$ cat src/rtl/mul_issue_arbiter.sv
`default_nettype none
// ============================================================================
// Module   : mul_issue_arbiter
// Purpose  : Shares one multi-cycle multiplier between two requesters
//            (0: integer EX stage, 1: MAC/CSR micro-sequencer). Requests are
//            granted round-robin. Each op is sequenced as a one-cycle start
//            pulse, a busy wait, a result capture and a held response with
//            valid/ready backpressure. The multiplier never sees overlapping
//            starts.
// Ports    : clk, reset_n                   clock, async active-low reset
//            req_valid/req_ready [1:0]      per-requester handshake
//            req_funct3/req_a/req_b/req_tag packed per requester, slot i at [W*i+:W]
//            flush                          kill the in-flight op, no response
//            mul_start/mul_funct3/mul_a/mul_b  multiplier command
//            mul_busy/mul_result            multiplier status and product
//            rsp_valid/rsp_ready            response handshake
//            rsp_id/rsp_tag/rsp_result      response payload
// Revision : 1.0  initial release
// ============================================================================
module mul_issue_arbiter #(
  parameter int XLEN         = 32,
  parameter int TAG_W        = 5,
  parameter int RESULT_DELAY = 1    // 1..3 cycles from busy-low to result-valid
) (
  input  logic                clk,
  input  logic                reset_n,
  input  logic [1:0]          req_valid,
  output logic [1:0]          req_ready,
  input  logic [5:0]          req_funct3,
  input  logic [2*XLEN-1:0]   req_a,
  input  logic [2*XLEN-1:0]   req_b,
  input  logic [2*TAG_W-1:0]  req_tag,
  input  logic                flush,
  output logic                mul_start,
  output logic [2:0]          mul_funct3,
  output logic [XLEN-1:0]     mul_a,
  output logic [XLEN-1:0]     mul_b,
  input  logic                mul_busy,
  input  logic [XLEN-1:0]     mul_result,
  output logic                rsp_valid,
  input  logic                rsp_ready,
  output logic                rsp_id,
  output logic [TAG_W-1:0]    rsp_tag,
  output logic [XLEN-1:0]     rsp_result
);

  // Number of DRAIN/KDRAIN cycles minus one; the last one captures.
  localparam logic [1:0] c_DRAIN_INIT = 2'(RESULT_DELAY - 1);

  typedef enum logic [2:0] {
    S_IDLE   = 3'd0,
    S_ISSUE  = 3'd1,
    S_WAIT   = 3'd2,
    S_DRAIN  = 3'd3,
    S_RESP   = 3'd4,
    S_KILL   = 3'd5,   // flushed: wait for the multiplier to go idle
    S_KDRAIN = 3'd6    // flushed: let the stale result pass, then discard
  } state_t;

  state_t              r_state;
  logic                r_rr_last;
  logic [1:0]          r_cnt;
  logic                r_mul_start;
  logic [2:0]          r_mul_funct3;
  logic [XLEN-1:0]     r_mul_a;
  logic [XLEN-1:0]     r_mul_b;
  logic                r_rsp_valid;
  logic                r_rsp_id;
  logic [TAG_W-1:0]    r_rsp_tag;
  logic [XLEN-1:0]     r_rsp_result;

  logic                w_grant_id;
  logic [1:0]          w_req_ready;
  logic                w_accept;
  logic [2:0]          w_sel_funct3;
  logic [XLEN-1:0]     w_sel_a;
  logic [XLEN-1:0]     w_sel_b;
  logic [TAG_W-1:0]    w_sel_tag;

  // Grant: a sole requester wins outright; on contention the one that did not
  // win last time goes first. Ready is gated by reset_n so every output reads
  // zero while reset is held.
  always_comb begin
    w_grant_id  = 1'b0;
    w_req_ready = 2'b00;
    if (req_valid == 2'b11) begin
      w_grant_id = ~r_rr_last;
    end else begin
      w_grant_id = req_valid[1];
    end
    if ((r_state == S_IDLE) && !flush && reset_n && (req_valid != 2'b00)) begin
      w_req_ready[w_grant_id] = 1'b1;
    end
  end

  assign w_accept     = |(req_valid & w_req_ready);
  assign w_sel_funct3 = w_grant_id ? req_funct3[5:3]           : req_funct3[2:0];
  assign w_sel_a      = w_grant_id ? req_a[2*XLEN-1:XLEN]      : req_a[XLEN-1:0];
  assign w_sel_b      = w_grant_id ? req_b[2*XLEN-1:XLEN]      : req_b[XLEN-1:0];
  assign w_sel_tag    = w_grant_id ? req_tag[2*TAG_W-1:TAG_W]  : req_tag[TAG_W-1:0];

  always_ff @(posedge clk or negedge reset_n) begin
    if (!reset_n) begin
      r_state      <= S_IDLE;
      r_rr_last    <= 1'b1;
      r_cnt        <= 2'd0;
      r_mul_start  <= 1'b0;
      r_mul_funct3 <= 3'd0;
      r_mul_a      <= '0;
      r_mul_b      <= '0;
      r_rsp_valid  <= 1'b0;
      r_rsp_id     <= 1'b0;
      r_rsp_tag    <= '0;
      r_rsp_result <= '0;
    end else begin
      r_mul_start <= 1'b0;
      case (r_state)
        S_IDLE: begin
          if (w_accept) begin
            r_rr_last <= w_grant_id;
            r_rsp_id  <= w_grant_id;
            r_rsp_tag <= w_sel_tag;
            if (w_sel_funct3[2]) begin
              // Not a multiply: answer zero without touching the multiplier.
              r_rsp_result <= '0;
              r_rsp_valid  <= 1'b1;
              r_state      <= S_RESP;
            end else begin
              r_mul_funct3 <= w_sel_funct3;
              r_mul_a      <= w_sel_a;
              r_mul_b      <= w_sel_b;
              r_mul_start  <= 1'b1;
              r_state      <= S_ISSUE;
            end
          end
        end
        S_ISSUE: begin
          r_state <= flush ? S_KILL : S_WAIT;
        end
        S_WAIT: begin
          if (flush) begin
            r_state <= S_KILL;
          end else if (!mul_busy) begin
            r_cnt   <= c_DRAIN_INIT;
            r_state <= S_DRAIN;
          end
        end
        S_DRAIN: begin
          if (flush) begin
            r_state <= S_KILL;
          end else if (r_cnt == 2'd0) begin
            r_rsp_result <= mul_result;
            r_rsp_valid  <= 1'b1;
            r_state      <= S_RESP;
          end else begin
            r_cnt <= r_cnt - 2'd1;
          end
        end
        S_RESP: begin
          // Flush beats a same-cycle rsp_ready: the response is withdrawn.
          if (flush || rsp_ready) begin
            r_rsp_valid <= 1'b0;
            r_state     <= S_IDLE;
          end
        end
        S_KILL: begin
          if (!mul_busy) begin
            r_cnt   <= c_DRAIN_INIT;
            r_state <= S_KDRAIN;
          end
        end
        S_KDRAIN: begin
          if (r_cnt == 2'd0) begin
            r_state <= S_IDLE;
          end else begin
            r_cnt <= r_cnt - 2'd1;
          end
        end
        default: begin
          r_state <= S_IDLE;
        end
      endcase
    end
  end

  assign req_ready  = w_req_ready;
  assign mul_start  = r_mul_start;
  assign mul_funct3 = r_mul_funct3;
  assign mul_a      = r_mul_a;
  assign mul_b      = r_mul_b;
  assign rsp_valid  = r_rsp_valid;
  assign rsp_id     = r_rsp_id;
  assign rsp_tag    = r_rsp_tag;
  assign rsp_result = r_rsp_result;

  a_no_start_while_busy: assert property (
    @(posedge clk) disable iff (!reset_n) !(mul_start && mul_busy)
  );

endmodule
`default_nettype wire
$ cat config.mk
export PLATFORM = sky130hd
export DESIGN_NAME = mul_issue_arbiter
export DESIGN_NICKNAME = d
export VERILOG_FILES = /design/src/rtl/mul_issue_arbiter.sv
export SDC_FILE = /design/constraint.sdc
export NUM_CORES = 1
export LEC_CHECK = 0
export ABC_AREA = 1
export ABC_CLOCK_PERIOD_IN_PS = 2000
export BUFFER_PORTS_ARGS = -buffer_cell sky130_fd_sc_hd__buf_2
export CAP_MARGIN = 20
export CORE_MARGIN = 2
export CORE_UTILIZATION = 46
export DETAILED_ROUTE_END_ITERATION = 10
export GPL_ROUTABILITY_DRIVEN = 0
export PLACE_DENSITY = 0.8
export SLEW_MARGIN = 20
export SYNTH_ARGS = -nofsm -noshare
export SYNTH_HDL_FRONTEND = slang
export SYNTH_SLANG_ARGS = --single-unit
$ cat constraint.sdc
create_clock -name clk -period 2 [get_ports clk]
set_input_delay 0.4 -clock clk [delete_from_list [all_inputs] [get_ports clk]]
set_output_delay 0.4 -clock clk [all_outputs]
set_load 0.01 [all_outputs]
==> impl_metrics.ini <==
[status]
run_status = finished clean

[cts]
tritoncts.num_buffers = 9
later_pin_clock_latency_in_the_skew_report_ns = 0.35
cts_tree = built
cts_root_buffer = clkbuf_16
cts_max_path_buffers = 2
clock-sinks = 112
clkSlewWorstSetupHoldPaths_ns = 0.08
cts-htree-levels = 3

[finish]
multi_input_comb_area_um2 = 2610
drive_above_1_share = 0.308
fin_nets = 1303
fill_cells = 1215
area_growth_pct = 34.9
sequential_cell_area_um2 = 2800
diodes = 0
layoutNonFillerInstCount = 1296
final_core_utilization = 0.630

[worst_setup_path]
timing.critical_path.cells = nand2_4, nand2_4, buf_12, inv_2, nor2_4, buf_6
regToRegSetupSlack_ns = 0.17
cell_depth_of_the_worst_flop_to_flop_path = 10
crit_buf_inv = 3
cp_data_required_time_ns = 1.60
max_stage_delay_ns = 0.59
crit-reg2reg-launch = r_rr_last
timing_worst_setup_path_type = flop to primary output
end_kind = primary output
critical-path-slowest-cell = dfstp_2
timing.critical_path.from_type = flop
cpLargestDelayFamily = flip-flops
crit_top_cell = nand2_4
worstReg2RegEnd = mul_b[1]
worst_ep_arrival_time_ns = 1.54
worst-path-max-fanout = 10

[power]
net-switching-power_mw = 3.80
share_comb_of_total_power = 0.413
clkPwrFrac = 0.197
overall_power_of_the_completed_layout_mw = 9.55
peakVddDrop_mv = 0.564
cellInternalPower_mw = 5.76
swShare = 0.398
seqPwrFrac = 0.390
power.density_nw_per_um2 = 1210
power.static_leakage_nw = 4.91

[routing]
detail-route-antenna-nets = 0
post_drt_via_cell_ratio = 4.80
wire_per_inst_um = 13.4
vias = 6215
drt_iter0_drc = 461
route.final.wire_length_mm = 17.4
drc_errors = 0
drt_first_pass_iters = 5

[yosys]
postSynthNetCount = 1029
syn-instance-count = 845
netlist_area_um2 = 5840
synthesis.area_per_instance_um2 = 6.91
synth_warnings = 0
netlist-cell-type-count = 25
synth-seq-cells = 112
ys_seq_area_frac = 0.480

[die]
dieArea_um2 = 13600
die_width_um = 117
initial_utilization = 0.467
dieHeight_um = 117
design.core.area_um2 = 12500
io_pins = 292
rows = 41

[worst_hold_path]
hold_path_class = input pin to asynchronous set/reset pin

[job]
maxCapViolCount = 0

[sta]
fin_setup_tns_ns = 0
worst_slew_pin_slew_ns = 0.757
achievable-frequency_mhz = 516
layout_worst_path_cycle_share = 0.969
grt_setup_unrepaired = false
final_report_setup_violation_count = 0
relSlewSlack = 0.495
report.final.hold_viol_count = 0
layout_setup_ws_ns = 0.0618
timing.clock.skew_ns = 0.0110
finalCriticalPeriod_ns = 1.94
timing_max_transition_violations_final = 0

[place]
worst_case_setup_slack_after_placement_ns = 0.194
hpwl_mm = 12.4
dp_cells = 1274
port_buffers = 290

[global_route]
leftover_overflow_at_the_end_of_global_routing = 0
grt_antenna_before_repair = 0
first_global_vias = 5582
grt_first_pass_wirelength_mm = 26.8
largest_net_degree_at_the_start_of_global_routing = 68
grt.total_usage = 0.250
sequential cells by signal, summed over array words and instances, names as in the netlist:
signal	count
mul_funct3	2
mul_b	32
rsp_valid	1
mul_a	32
r_rr_last	1
rsp_result	32
rsp_tag	5
mul_start	1
rsp_id	1
r_cnt	2
r_state	3
worst max path at each step:
stage,from,endpoint,slack (ns),depth (start not counted)
finish,r_rr_last,req_ready[0],0.06,6
CTS,r_rr_last,req_ready[0],0.02,6
detailed placement,reset_n,mul_b[23],0.19,7
global placement,reset_n,mul_a[3],0.26,7
global route,r_rr_last,req_ready[0],0.004,6
floorplan,r_state[1],req_ready[0],0.31,7
power groups by stage:
| stage | sequential, mW | clock, mW | combinational, mW |
|---|---|---|---|
| after floorplan | 4.10 | 0 | 1.77 |
| after global placement | 3.74 | 0 | 3.77 |
| after detailed placement | 3.74 | 0 | 3.87 |
| after CTS | 3.72 | 1.92 | 3.95 |
| after global routing | 3.84 | 2.01 | 4.44 |
| final | 3.72 | 1.89 | 3.94 |
cell usage in the layout (no fill, tap or decap), types with 4 or more instances in the layout:
cell / netlist / final
nand3_1: 47 / 47
nor2_1: 45 / 44
dfrtp_1: 111 / 111
buf_4: 2 / 18
o21ai_1: 6 / 7
buf_2: 14 / 288
clkbuf_16: 0 / 9
nand2_1: 456 / 454
buf_12: 0 / 4
inv_2: 3 / 4
inv_1: 46 / 45
o21ai_0: 61 / 60
cells in the mapped netlist:
cell type,number,share of area
buf_6,6,0.012
inv_1,46,0.030
dfrtp_1,111,0.48
ha_1,1,0.0021
nand3_4,1,0.0030
buf_4,2,0.0026
inv_2,3,0.0019
buf_1,5,0.0032
nor3_1,1,0.00086
nor2_1,45,0.029
nand3_1,47,0.040
o21ai_1,6,0.0051
clkbuf_1,25,0.016
nand2_1,456,0.29
nor2_8,1,0.0034
a21oi_1,3,0.0026
nand2_2,3,0.0032
dfstp_2,1,0.0045
nor2_4,1,0.0019
buf_2,14,0.012
o21ai_0,61,0.052
a21oi_2,1,0.0015
conb_1,1,0.00064
nor2_2,1,0.0011
nand4_1,3,0.0032
area by class of cell:
cell class | instances | share of cell area
timing repair buffer | 315 | 0.223
inverter | 49 | 0.0233
multi-input combinational | 632 | 0.331
clock buffer | 10 | 0.0303
clock inverter | 6 | 0.00937
tap | 172 | 0.0273
sequential | 112 | 0.356
through the flow:
step | area [um^2] | hold WS, ns
final | 7880 | 0.175
after detailed placement | 7440 | 0.234
after CTS | 7850 | 0.185
after global routing | 7880 | 0.215
after floorplan | 5840 | 0.104
after global placement | 7440 | 0.229
timing repair:
| item | CTS | global route |
|---|---|---|
| endpoints found under the setup margin | 2 | 34 |
| buffers inserted | 2 | 1 |
| gates resized for setup | 3 | 6 |
| hold buffers | 1 | 0 |
| endpoints found under the hold margin | 7 | 0 |
| pin swaps | 1 | 1 |
| gates cloned | 2 | 0 |
routing by layer:
layer	vias to the layer above	global-route usage	part of all wire
li1	3127	-	-
met1	2831	0.321	0.41
met2	240	0.436	0.50
met3	17	0.0420	0.076
met4	0	0.0690	0.0089
met5	-	0	0
worst reg2reg max path, stage by stage (launching register included):
cell and delay [ns]:
dfstp_2 0.59, nand2_4 0.07, nand2_4 0.08, buf_4 0.13, nand2_1 0.05, nand2_1 0.16, inv_2 0.09, nor2_4 0.11
buf_12 0.27, nand2_1 0.14, nand2_1 0.07
logic make-up after synthesis:
| kind of cell | Yosys count | synth area share |
|---|---|---|
| AO/OA/AOI/OAI | 71 | 0.0615 |
| adder cells (fa/ha/maj) | 1 | 0.00214 |
| buffers and inverters | 101 | 0.0769 |
| flip-flops | 112 | 0.480 |
| other | 1 | 0.000642 |
| AND/OR/NAND/NOR | 559 | 0.379 |
(Power assumes the default switching activity.)
